[src/rtl/tick_timer_arbiter.sv]
// tick_timer_arbiter: four requesters share one prescaled interval timer.
// Round-robin arbitration in IDLE; the winner owns the timer for dur*M+1
// cycles (RUN), then receives a one-cycle done pulse (DONE).
// Optional feature: define TIMER_ABORT_EN to add the abort input.
module tick_timer_arbiter #(
  parameter int M  = 10,
  parameter int DW = 8
) (
  input  logic          clk,
  input  logic          reset,
  input  logic [3:0]    req,
  input  logic [4*DW-1:0] dur,
`ifdef TIMER_ABORT_EN
  input  logic          abort,
`endif
  output logic [3:0]    grant,
  output logic [3:0]    done,
  output logic          busy,
  output logic          tick
);

  localparam int PW = (M > 2) ? $clog2(M) : 1;
  localparam logic [PW-1:0] PMAX = PW'(M - 1);

  typedef enum logic [1:0] {IDLE, RUN, DONE} state_t;

  state_t          state;
  logic [PW-1:0]   presc;
  logic [DW-1:0]   count;
  logic [1:0]      ptr;
  logic [1:0]      owner;
  logic [1:0]      win;
  logic [1:0]      cand;
  logic            found;
  logic            abort_i;

`ifdef TIMER_ABORT_EN
  assign abort_i = abort;
`else
  assign abort_i = 1'b0;
`endif

  // Round-robin pick: first set request bit starting at ptr, wrapping mod 4.
  always_comb begin
    win   = ptr;
    cand  = ptr;
    found = 1'b0;
    for (int k = 0; k < 4; k++) begin
      cand = ptr + 2'(k);
      if (!found && req[cand]) begin
        win   = cand;
        found = 1'b1;
      end
    end
  end

  // Controller: arbitration, prescaled countdown and pointer rotation.
  always_ff @(posedge clk) begin
    if (reset) begin
      state <= IDLE;
      presc <= '0;
      count <= '0;
      ptr   <= '0;
      owner <= '0;
    end else begin
      case (state)
        IDLE: begin
          if (|req) begin
            count <= dur[int'(win)*DW +: DW];
            presc <= '0;
            owner <= win;
            state <= RUN;
          end
        end
        RUN: begin
          // Counter and prescaler freeze once the interval is over.
          if (abort_i || count == '0) begin
            state <= DONE;
          end else if (presc == PMAX) begin
            presc <= '0;
            count <= count - 1'b1;
          end else begin
            presc <= presc + 1'b1;
          end
        end
        DONE: begin
          // Just-served requester drops to lowest priority.
          ptr   <= owner + 2'd1;
          state <= IDLE;
        end
        default: state <= IDLE;
      endcase
    end
  end

  // Outputs are pure decodes of registered state, so they are glitch-free
  // and one-hot by construction (owner is a single index).
  assign grant = (state == RUN)  ? (4'b0001 << owner) : 4'b0000;
  assign done  = (state == DONE) ? (4'b0001 << owner) : 4'b0000;
  assign busy  = (state == RUN) || (state == DONE);
  assign tick  = (state == RUN) && (count != '0) && (presc == PMAX);

endmodule

[config.mk]
export PLATFORM = sky130hd
export DESIGN_NAME = tick_timer_arbiter
export DESIGN_NICKNAME = d
export VERILOG_FILES = /design/src/rtl/tick_timer_arbiter.sv
export SDC_FILE = /design/constraint.sdc
export NUM_CORES = 1
export LEC_CHECK = 0
export CORE_UTILIZATION = 32
export DETAILED_ROUTE_END_ITERATION = 10
export GPL_ROUTABILITY_DRIVEN = 0
export PLACE_DENSITY_LB_ADDON = 0.12
export SKIP_CTS_REPAIR_TIMING = 1
export SYNTH_ARGS = -nofsm -noshare
export SYNTH_HDL_FRONTEND = slang
export SYNTH_SLANG_ARGS = --single-unit
[constraint.sdc]
create_clock -name clk -period 4.9 [get_ports clk]
set_clock_uncertainty 0.1 [all_clocks]
set_input_delay 0.735 -clock clk [delete_from_list [all_inputs] [get_ports clk]]
set_output_delay 0.735 -clock clk [all_outputs]
set_load 0.1 [all_outputs]
==> results_tabular.tex, run 1 <==
\begin{tabular}{lr}
\hline
Metric & Value \\
\hline
\multicolumn{2}{l}{\textbf{Outcome}} \\
\quad Run status & finished, violations left \\
\quad Failing checks & DRC \\
\multicolumn{2}{l}{\textbf{Synthesis}} \\
\quad Share of the yosys chip area belonging to registers & 23.7\% \\
\quad Cell taking the most area after synthesis & sky130\_fd\_sc\_hd\_\_dfxtp\_1 \\
\quad Share of the synthesized area in the top cell type & 23.7\% \\
\quad Warnings, synthesis & 0 \\
\quad Async set-or-reset flop fraction in the synthesized netlist & 0\% \\
\quad Number of flip-flops and latches in the synthesized netlist & 18 \\
\quad Post-synth top cells & 18 x sky130\_fd\_sc\_hd\_\_dfxtp\_1, 15 x sky130\_fd\_sc\_hd\_\_nor2\_1, 12 x sky130\_fd\_sc\_hd\_\_inv\_1 \\
\quad Most area-consuming cells after synthesis & sky130\_fd\_sc\_hd\_\_dfxtp\_1 24\%, sky130\_fd\_sc\_hd\_\_ha\_1 9.0\%, sky130\_fd\_sc\_hd\_\_mux2\_2 6.7\%, sky130\_fd\_sc\_hd\_\_mux2i\_1 3.9\%, sky130\_fd\_sc\_hd\_\_nor2\_1 3.7\% \\
\quad Mean Syn Cell Area & 8.01 um2 \\
\quad Synthesized netlist net count & 239 \\
\quad Most common flop cell mapped by yosys & sky130\_fd\_sc\_hd\_\_dfxtp\_1 \\
\quad Number of library cell types mapped by synthesis & 45 \\
\quad Post-synth EDFFs & 0 \\
\quad Cell count after synthesis & 190 \\
\quad Synthesized area & 1520 um2 \\
\quad Most instantiated library cell after synthesis & sky130\_fd\_sc\_hd\_\_dfxtp\_1 \\
\multicolumn{2}{l}{\textbf{STA}} \\
\quad Number of hold violations in the final report & 0 \\
\quad Post-route clock period utilization & 77.1\% \\
\quad Achievable frequency & 0.265 GHz \\
\quad Tightest slew margin relative to the limit & 34.9\% \\
\quad Crit path time final & 3.78 ns \\
\quad Pin slew with the least headroom to its limit & 0.973 ns \\
\quad Unrepaired setup endpoints after global routing & no \\
\quad Slew Viols, Final & 0 \\
\quad Setup total negative slack & 0 ns \\
\quad Final setup vio count & 0 \\
\multicolumn{2}{l}{\textbf{Power and ir drop}} \\
\quad Static leakage & 0.793 nW \\
\quad Share of total power in sequential cells & 24.8\% \\
\quad Fraction of power consumed by the clock network & 9.6\% \\
\quad Net switching fraction of the power & 50.6\% \\
\quad Worst supply voltage drop on vdd & 0.240 mV \\
\quad Final total power & 1.06 mW \\
\quad Power spent charging and discharging nets & 0.535 mW \\
\quad Power per cell area & 511 nW/um2 \\
\quad Combinational fraction of design power & 65.6\% \\
\quad Internal cell power & 0.523 mW \\
\multicolumn{2}{l}{\textbf{Route}} \\
\quad Final Routed Wirelength & 4.01 mm \\
\quad Starting DRC count in detailed routing & 67 \\
\quad Average via count per standard cell & 5.35 \\
\quad Routed length per placed instance & 14.1 um \\
\quad Count of antenna-violating nets left after detailed routing & 0 \\
\quad Drt pass-1 iters & 8 \\
\quad Number of vias in the routed layout & 1,526 \\
\quad DRC violations left & 5 \\
\multicolumn{2}{l}{\textbf{Die}} \\
\quad Floorplan die area & 5030 um2 \\
\quad Chip Width & 71.0 um \\
\quad Floorplan core area & 4470 um2 \\
\quad Initial standard-cell utilization of the core & 34.0\% \\
\quad Die boundary height & 71.0 um \\
\quad Number of placement rows & 24 \\
\quad Total I/O pin count & 48 \\
\multicolumn{2}{l}{\textbf{GRT}} \\
\quad Largest net degree at the start of global routing & 23 \\
\quad First-pass GRT wire length & 6.42 mm \\
\quad Antenna violations before repair & 0 \\
\quad Tot GR Track Use & 15.9\% \\
\quad Number of global-route vias before repair & 1,364 \\
\quad Remaining global-route overflow & 0 \\
\multicolumn{2}{l}{\textbf{Clock network}} \\
\quad Reg clk slew, reported paths & 0.06 ns \\
\quad Deepest level of the CTS H-tree & 1 \\
\quad Clock net sink count & 18 \\
\quad CTS Buffer Depth & 2 \\
\quad Num CTS Buffers & 3 \\
\quad Root cell of the clock tree & sky130\_fd\_sc\_hd\_\_clkbuf\_8 \\
\quad CTS tree & yes \\
\quad Clock network latency to the later pin of the worst-skew pair & 0.25 ns \\
\multicolumn{2}{l}{\textbf{Critical path}} \\
\quad Type of origin of the critical path & register \\
\quad Beginning of the worst register-to-register path & state[1] \\
\quad Critical setup path kind & register to primary output \\
\quad Worst setup path start & state[1] \\
\quad Data arrival at the endpoint of the critical path & 2.94 ns \\
\quad Endpoint kind of the worst setup timing path & primary output \\
\quad Worst reg-to-reg setup slack & 2.10 ns \\
\quad Worst reg2reg path endpoint & count[2] \\
\quad Critical Path Fanout Max & 22 \\
\quad Capturing instance or port of the critical path & tick \\
\quad Required time worst endpoint & 4.07 ns \\
\quad Worst Reg2Reg Path Length in Cells & 7 \\
\multicolumn{2}{l}{\textbf{Run}} \\
\quad Total of max-cap violations & 0 \\
\multicolumn{2}{l}{\textbf{Final layout}} \\
\quad Fraction of final layout cells with drive strength greater than 1 & 7.30\% \\
\quad Layout Nets & 284 \\
\quad Summed area of non-filler cells in the final layout & 2070 um2 \\
\quad Area growth syn-to-layout & 35.9\% \\
\quad Antenna Diode Count & 0 \\
\multicolumn{2}{l}{\textbf{Min path}} \\
\quad Hold Path Stages & 2 \\
\quad Class of the tightest hold or removal check & register to register \\
\quad Startpoint of the most critical hold path & count[0] \\
\multicolumn{2}{l}{\textbf{Placed design}} \\
\quad Hpwl dp & 3.07 mm \\
\quad Placed inst area & 2030 um2 \\
\quad Input/output buffers & 47 \\
\hline
\end{tabular}
how the worst min path moves through the flow:
stage	endpoint	slack [ns]
2_1_floorplan	count[0]	0.37
3_3_place_gp	count[0]	0.39
3_5_place_dp	count[0]	0.39
4_1_cts	count[0]	0.40
5_1_grt	count[0]	0.42
6_report	count[0]	0.41
final cells by class:
class                      instances  area (um2)
fill                             463        2410
clock buffer                       3        41.3
multi-input combinational        153        1090
inverter                          12        45.0
timing repair buffer              47         470
sequential                        18         360
tap                               52        65.1
metrics by stage:
step | setup WS (ns) | util (%) | std cells | hold WS (ns)
2_1_floorplan | 1.15 | - | 190 | 0.369
3_3_place_gp | 1.42 | 45.3 | 282 | 0.387
3_5_place_dp | 1.38 | 45.3 | 282 | 0.393
4_1_cts | 1.10 | 46.2 | 285 | 0.403
5_1_grt | 0.987 | 46.2 | 285 | 0.423
6_report | 1.12 | 46.2 | 285 | 0.410
power by group through the flow:
stage,clock network [mW],logic (mW),registers (mW)
3_3_place_gp,0,0.693,0.264
2_1_floorplan,0,0.549,0.241
3_5_place_dp,0,0.692,0.265
5_1_grt,0.111,0.760,0.270
6_report,0.102,0.693,0.262
4_1_cts,0.103,0.697,0.261
state kept, by name (all words and copies together), names as in the netlist:
name   cells
state      2
ptr        2
count      8
owner      2
presc      4
cell usage in the layout (no fill, tap or decap), drive strengths merged, types with 7 or more instances in the layout:
cell type | synthesis | final
a21oi | 11 | 11
and2 | 8 | 8
clkdlybuf4s50 | 0 | 47
dfxtp | 18 | 18
ha | 11 | 11
inv | 12 | 12
mux2 | 9 | 9
nand2 | 8 | 8
nand3 | 7 | 7
nor2 | 15 | 15
nor3 | 8 | 8
o21ai | 11 | 11
cells by family (layout without fill, tap and decap cells):
family,count (synthesis),count (layout),synth area share [%]
AOI/OAI and AO/OA,50,50,22.3
xor gates and xnor gates,6,6,3.45
adders and majority gates,11,11,9.05
buffers and inverters,19,62,4.93
DFF,18,18,23.7
muxes,15,15,10.6
and+or+nand+nor,71,71,26.0
worst max-delay path, cell delays in order, from the launching register on:
cell and delay, ns:
sky130_fd_sc_hd__dfxtp_1 0.31, sky130_fd_sc_hd__inv_1 0.08, sky130_fd_sc_hd__ha_1 0.64, sky130_fd_sc_hd__nand4b_1 0.16
sky130_fd_sc_hd__a21oi_1 0.30, sky130_fd_sc_hd__clkdlybuf4s50_1 1.20
per-layer routing:
layer	wire [um]	GRT usage (%)
met1	2020	22.8
met2	1770	25.3
met3	190	2.14
met4	31	3.33
met5	0	0
Power figures use the tool's default switching activity.
==> inputs of run 2 (changes only) <==
==> constraint.sdc (replaced) <==
create_clock -name clk -period 3.65 [get_ports clk]
set_clock_uncertainty 0.1 [all_clocks]
set_input_delay 0.5475 -clock clk [delete_from_list [all_inputs] [get_ports clk]]
set_output_delay 0.5475 -clock clk [all_outputs]
set_load 0.1 [all_outputs]
==> run 2 against run 1 <==
The run still ends with DRC left. Sequential share of layout area is 0.063 points lower. Worst hold slack gained 0.00050 ns. Core utilization rose by 0.17 points. Wire length up 2.9%. Total power grew 37%. Setup slack lost 0.29 ns. Non-clock buffer count up 2. Register-to-register slack lost 0.85 ns. Global-route usage is 0.53 points higher. Critical path depth increased by 2. Critical path type is now primary input to register.
==> results_tabular.tex, run 2 (synthesized netlist as in run 1, its figures left out) <==
\begin{tabular}{lr}
\hline
Metric & Value \\
\hline
\multicolumn{2}{l}{\textbf{Clock network}} \\
\quad CTS Buffer Depth & 2 (unchanged) \\
\quad Reg clk slew, reported paths & 0.07 ns (about the same) \\
\quad Num CTS Buffers & 3 (unchanged) \\
\quad Root cell of the clock tree & sky130\_fd\_sc\_hd\_\_clkbuf\_8 \\
\quad Clock network latency to the later pin of the worst-skew pair & 0.26 ns (about the same) \\
\quad Clock net sink count & 18 (unchanged) \\
\quad Deepest level of the CTS H-tree & 1 (unchanged) \\
\quad CTS tree & yes \\
\multicolumn{2}{l}{\textbf{Critical path}} \\
\quad Slowest Stage Delay on Critical Path & 0.60 ns (-0.60 ns) \\
\quad Cell-by-cell trace of the critical path & clkdlybuf4s50\_1, nor2b\_1, o21ai\_0, nand3\_1, mux2\_2, a222oi\_1, a21oi\_1 \\
\quad Critical Path Fanout Max & 12 (-45\%) \\
\quad Slowest-stage cell, CP & sky130\_fd\_sc\_hd\_\_clkdlybuf4s50\_1 \\
\quad Data arrival at the endpoint of the critical path & 2.84 ns (-0.10 ns) \\
\quad Type of origin of the critical path & primary input \\
\quad Critical setup path kind & primary input to register \\
\quad Required time worst endpoint & 3.67 ns (-0.40 ns) \\
\quad Endpoint kind of the worst setup timing path & register \\
\multicolumn{2}{l}{\textbf{STA}} \\
\quad Final setup vio count & 0 (unchanged) \\
\quad Setup total negative slack & 0 ns (unchanged) \\
\quad Tightest slew margin relative to the limit & 45.7\% (+11 points) \\
\quad Crit path time final & 2.82 ns \\
\quad Achievable frequency & 0.355 GHz \\
\quad Pin slew with the least headroom to its limit & 0.807 ns (-0.166 ns) \\
\quad Slew Viols, Final & 0 (unchanged) \\
\quad Number of hold violations in the final report & 0 (unchanged) \\
\quad Unrepaired setup endpoints after global routing & no \\
\quad Post-route clock period utilization & 77.1\% \\
\quad Post-route setup slack & 0.834 ns (-0.287 ns) \\
\multicolumn{2}{l}{\textbf{Die}} \\
\quad Floorplan die area & 5030 um2 (unchanged) \\
\quad Chip Width & 71.0 um (unchanged) \\
\quad Floorplan core area & 4470 um2 (unchanged) \\
\quad Number of placement rows & 24 (unchanged) \\
\quad Die boundary height & 71.0 um (unchanged) \\
\quad Total I/O pin count & 48 (unchanged) \\
\quad Initial standard-cell utilization of the core & 34.0\% (unchanged) \\
\multicolumn{2}{l}{\textbf{GRT}} \\
\quad Antenna violations before repair & 0 (unchanged) \\
\quad Tot GR Track Use & 16.4\% (+0.53 points) \\
\quad Remaining global-route overflow & 0 (unchanged) \\
\quad First-pass GRT wire length & 6.60 mm (+2.7\%) \\
\quad Largest net degree at the start of global routing & 22 (-4.3\%) \\
\quad Number of global-route vias before repair & 1,457 (+6.8\%) \\
\multicolumn{2}{l}{\textbf{Outcome}} \\
\quad Run status & finished, violations left \\
\quad Failing checks & DRC \\
\multicolumn{2}{l}{\textbf{Placed design}} \\
\quad Cell count after placement & 284 (+0.71\%) \\
\quad Hpwl dp & 3.17 mm (+3.3\%) \\
\quad Post-Place Worst Slack & 0.596 ns (-0.785 ns) \\
\quad Input/output buffers & 47 (unchanged) \\
\multicolumn{2}{l}{\textbf{Route}} \\
\quad Starting DRC count in detailed routing & 78 (+16\%) \\
\quad Routed length per placed instance & 14.3 um (+1.9\%) \\
\quad Average via count per standard cell & 5.24 (-2.1\%) \\
\quad Number of vias in the routed layout & 1,510 (-1.0\%) \\
\quad Final Routed Wirelength & 4.12 mm (+2.9\%) \\
\quad Count of antenna-violating nets left after detailed routing & 0 (unchanged) \\
\quad Drt pass-1 iters & 7 (-1) \\
\quad DRC violations left & 5 (unchanged) \\
\multicolumn{2}{l}{\textbf{Final layout}} \\
\quad Top reg by flops & count \\
\quad Layout Nets & 286 (+0.70\%) \\
\quad Area growth syn-to-layout & 36.4\% \\
\quad Fraction of final layout cells with drive strength greater than 1 & 13.1\% (+5.8 points) \\
\quad Antenna Diode Count & 0 (unchanged) \\
\quad Max reg flops & 8 (unchanged) \\
\quad Most frequent cells in the layout & 37 x sky130\_fd\_sc\_hd\_\_clkdlybuf4s50\_1, 18 x sky130\_fd\_sc\_hd\_\_dfxtp\_1, 15 x sky130\_fd\_sc\_hd\_\_nor2\_1, 12 x sky130\_fd\_sc\_hd\_\_inv\_1, 12 x sky130\_fd\_sc\_hd\_\_buf\_4 \\
\quad Area used by multi-input combinational logic & 1090 um2 (+0.35\%) \\
\quad Largest registers & count x8, presc x4 \\
\quad Leading cell type in the layout, fill and taps excluded & sky130\_fd\_sc\_hd\_\_clkdlybuf4s50\_1 \\
\quad Post-route non-filler standard cell count & 288 (+1.1\%) \\
\quad Layout fillers & 450 (-2.8\%) \\
\quad Sequential cell area in the final layout & 360 um2 (unchanged) \\
\multicolumn{2}{l}{\textbf{Power and ir drop}} \\
\quad Static leakage & 0.829 nW (+4.5\%) \\
\quad Power per cell area & 698 nW/um2 (+37\%) \\
\quad Worst supply voltage drop on vdd & 0.425 mV (+77\%) \\
\multicolumn{2}{l}{\textbf{Run}} \\
\quad Total of max-cap violations & 0 (unchanged) \\
\multicolumn{2}{l}{\textbf{Min path}} \\
\quad Class of the tightest hold or removal check & register to register \\
\hline
\end{tabular}
==> run 2: cell types whose count changed in the layout (fill, tap and decap cells not counted) <==
cell / previous run / this run
sky130_fd_sc_hd__clkdlybuf4s50_1: 47 / 37
sky130_fd_sc_hd__buf_4: 0 / 12
sky130_fd_sc_hd__a21oi_2: 0 / 1
sky130_fd_sc_hd__a21oi_1: 11 / 10
sky130_fd_sc_hd__clkbuf_8: 3 / 4
==> run 2: path summary, 6_finish.rpt <==
path	startpoint	end	slack [ns]	cells after the start
worst max register to register	ptr[1]	count[7]	1.25	6
worst min register to register	count[0]	count[0]	0.41	2
worst min-delay path	count[0]	count[0]	0.41	2
worst max-delay path	req[3]	count[7]	0.83	7
==> run 2: cell type report <==
cell class	count	share of cell area [%]
sequential	18	17.4
tap	52	3.13
multi-input combinational	153	52.5
clock buffer	4	2.65
inverter	12	2.17
timing repair buffer	49	22.2
==> run 2: routing by layer <==
metal / global-route usage (%) / wire length (um) / vias to the layer above
met4: 4.67 / 54 / 0
met2: 26.6 / 1790 / 42
met5: 0 / 0 / -
li1: - / - / 797
met3: 3.13 / 237 / 7
met1: 22.2 / 2040 / 664
==> run 2: critical path: cells and delay by family <==
kind | cells | cell delay [ns]
multiplexers | 1 | 0.42
AND/OR/NAND/NOR | 2 | 0.56
AO/OA/AOI/OAI | 3 | 0.71
buffers and inverters | 1 | 0.60
==> run 2: power breakdown <==
| group | leakage, nW | internal [mW] | switching [mW] | total, mW |
|---|---|---|---|---|
| sequential | 0.148 | 0.269 | 0.0820 | 0.351 |
| combinational | 0.653 | 0.357 | 0.576 | 0.933 |
| clock | 0.0288 | 0.0960 | 0.0690 | 0.165 |
==> run 2: per-stage QoR <==
step           area (um2)  power, mW  utilization (%)  hold WS, ns
3_5_place_dp         2020       1.29             45.2        0.397
5_1_grt              2080       1.57             46.4        0.451
6_report             2080       1.45             46.4        0.410
3_3_place_gp         2020       1.29             45.2        0.394
2_1_floorplan        1530       1.07                -        0.369
4_1_cts              2080       1.46             46.4        0.408
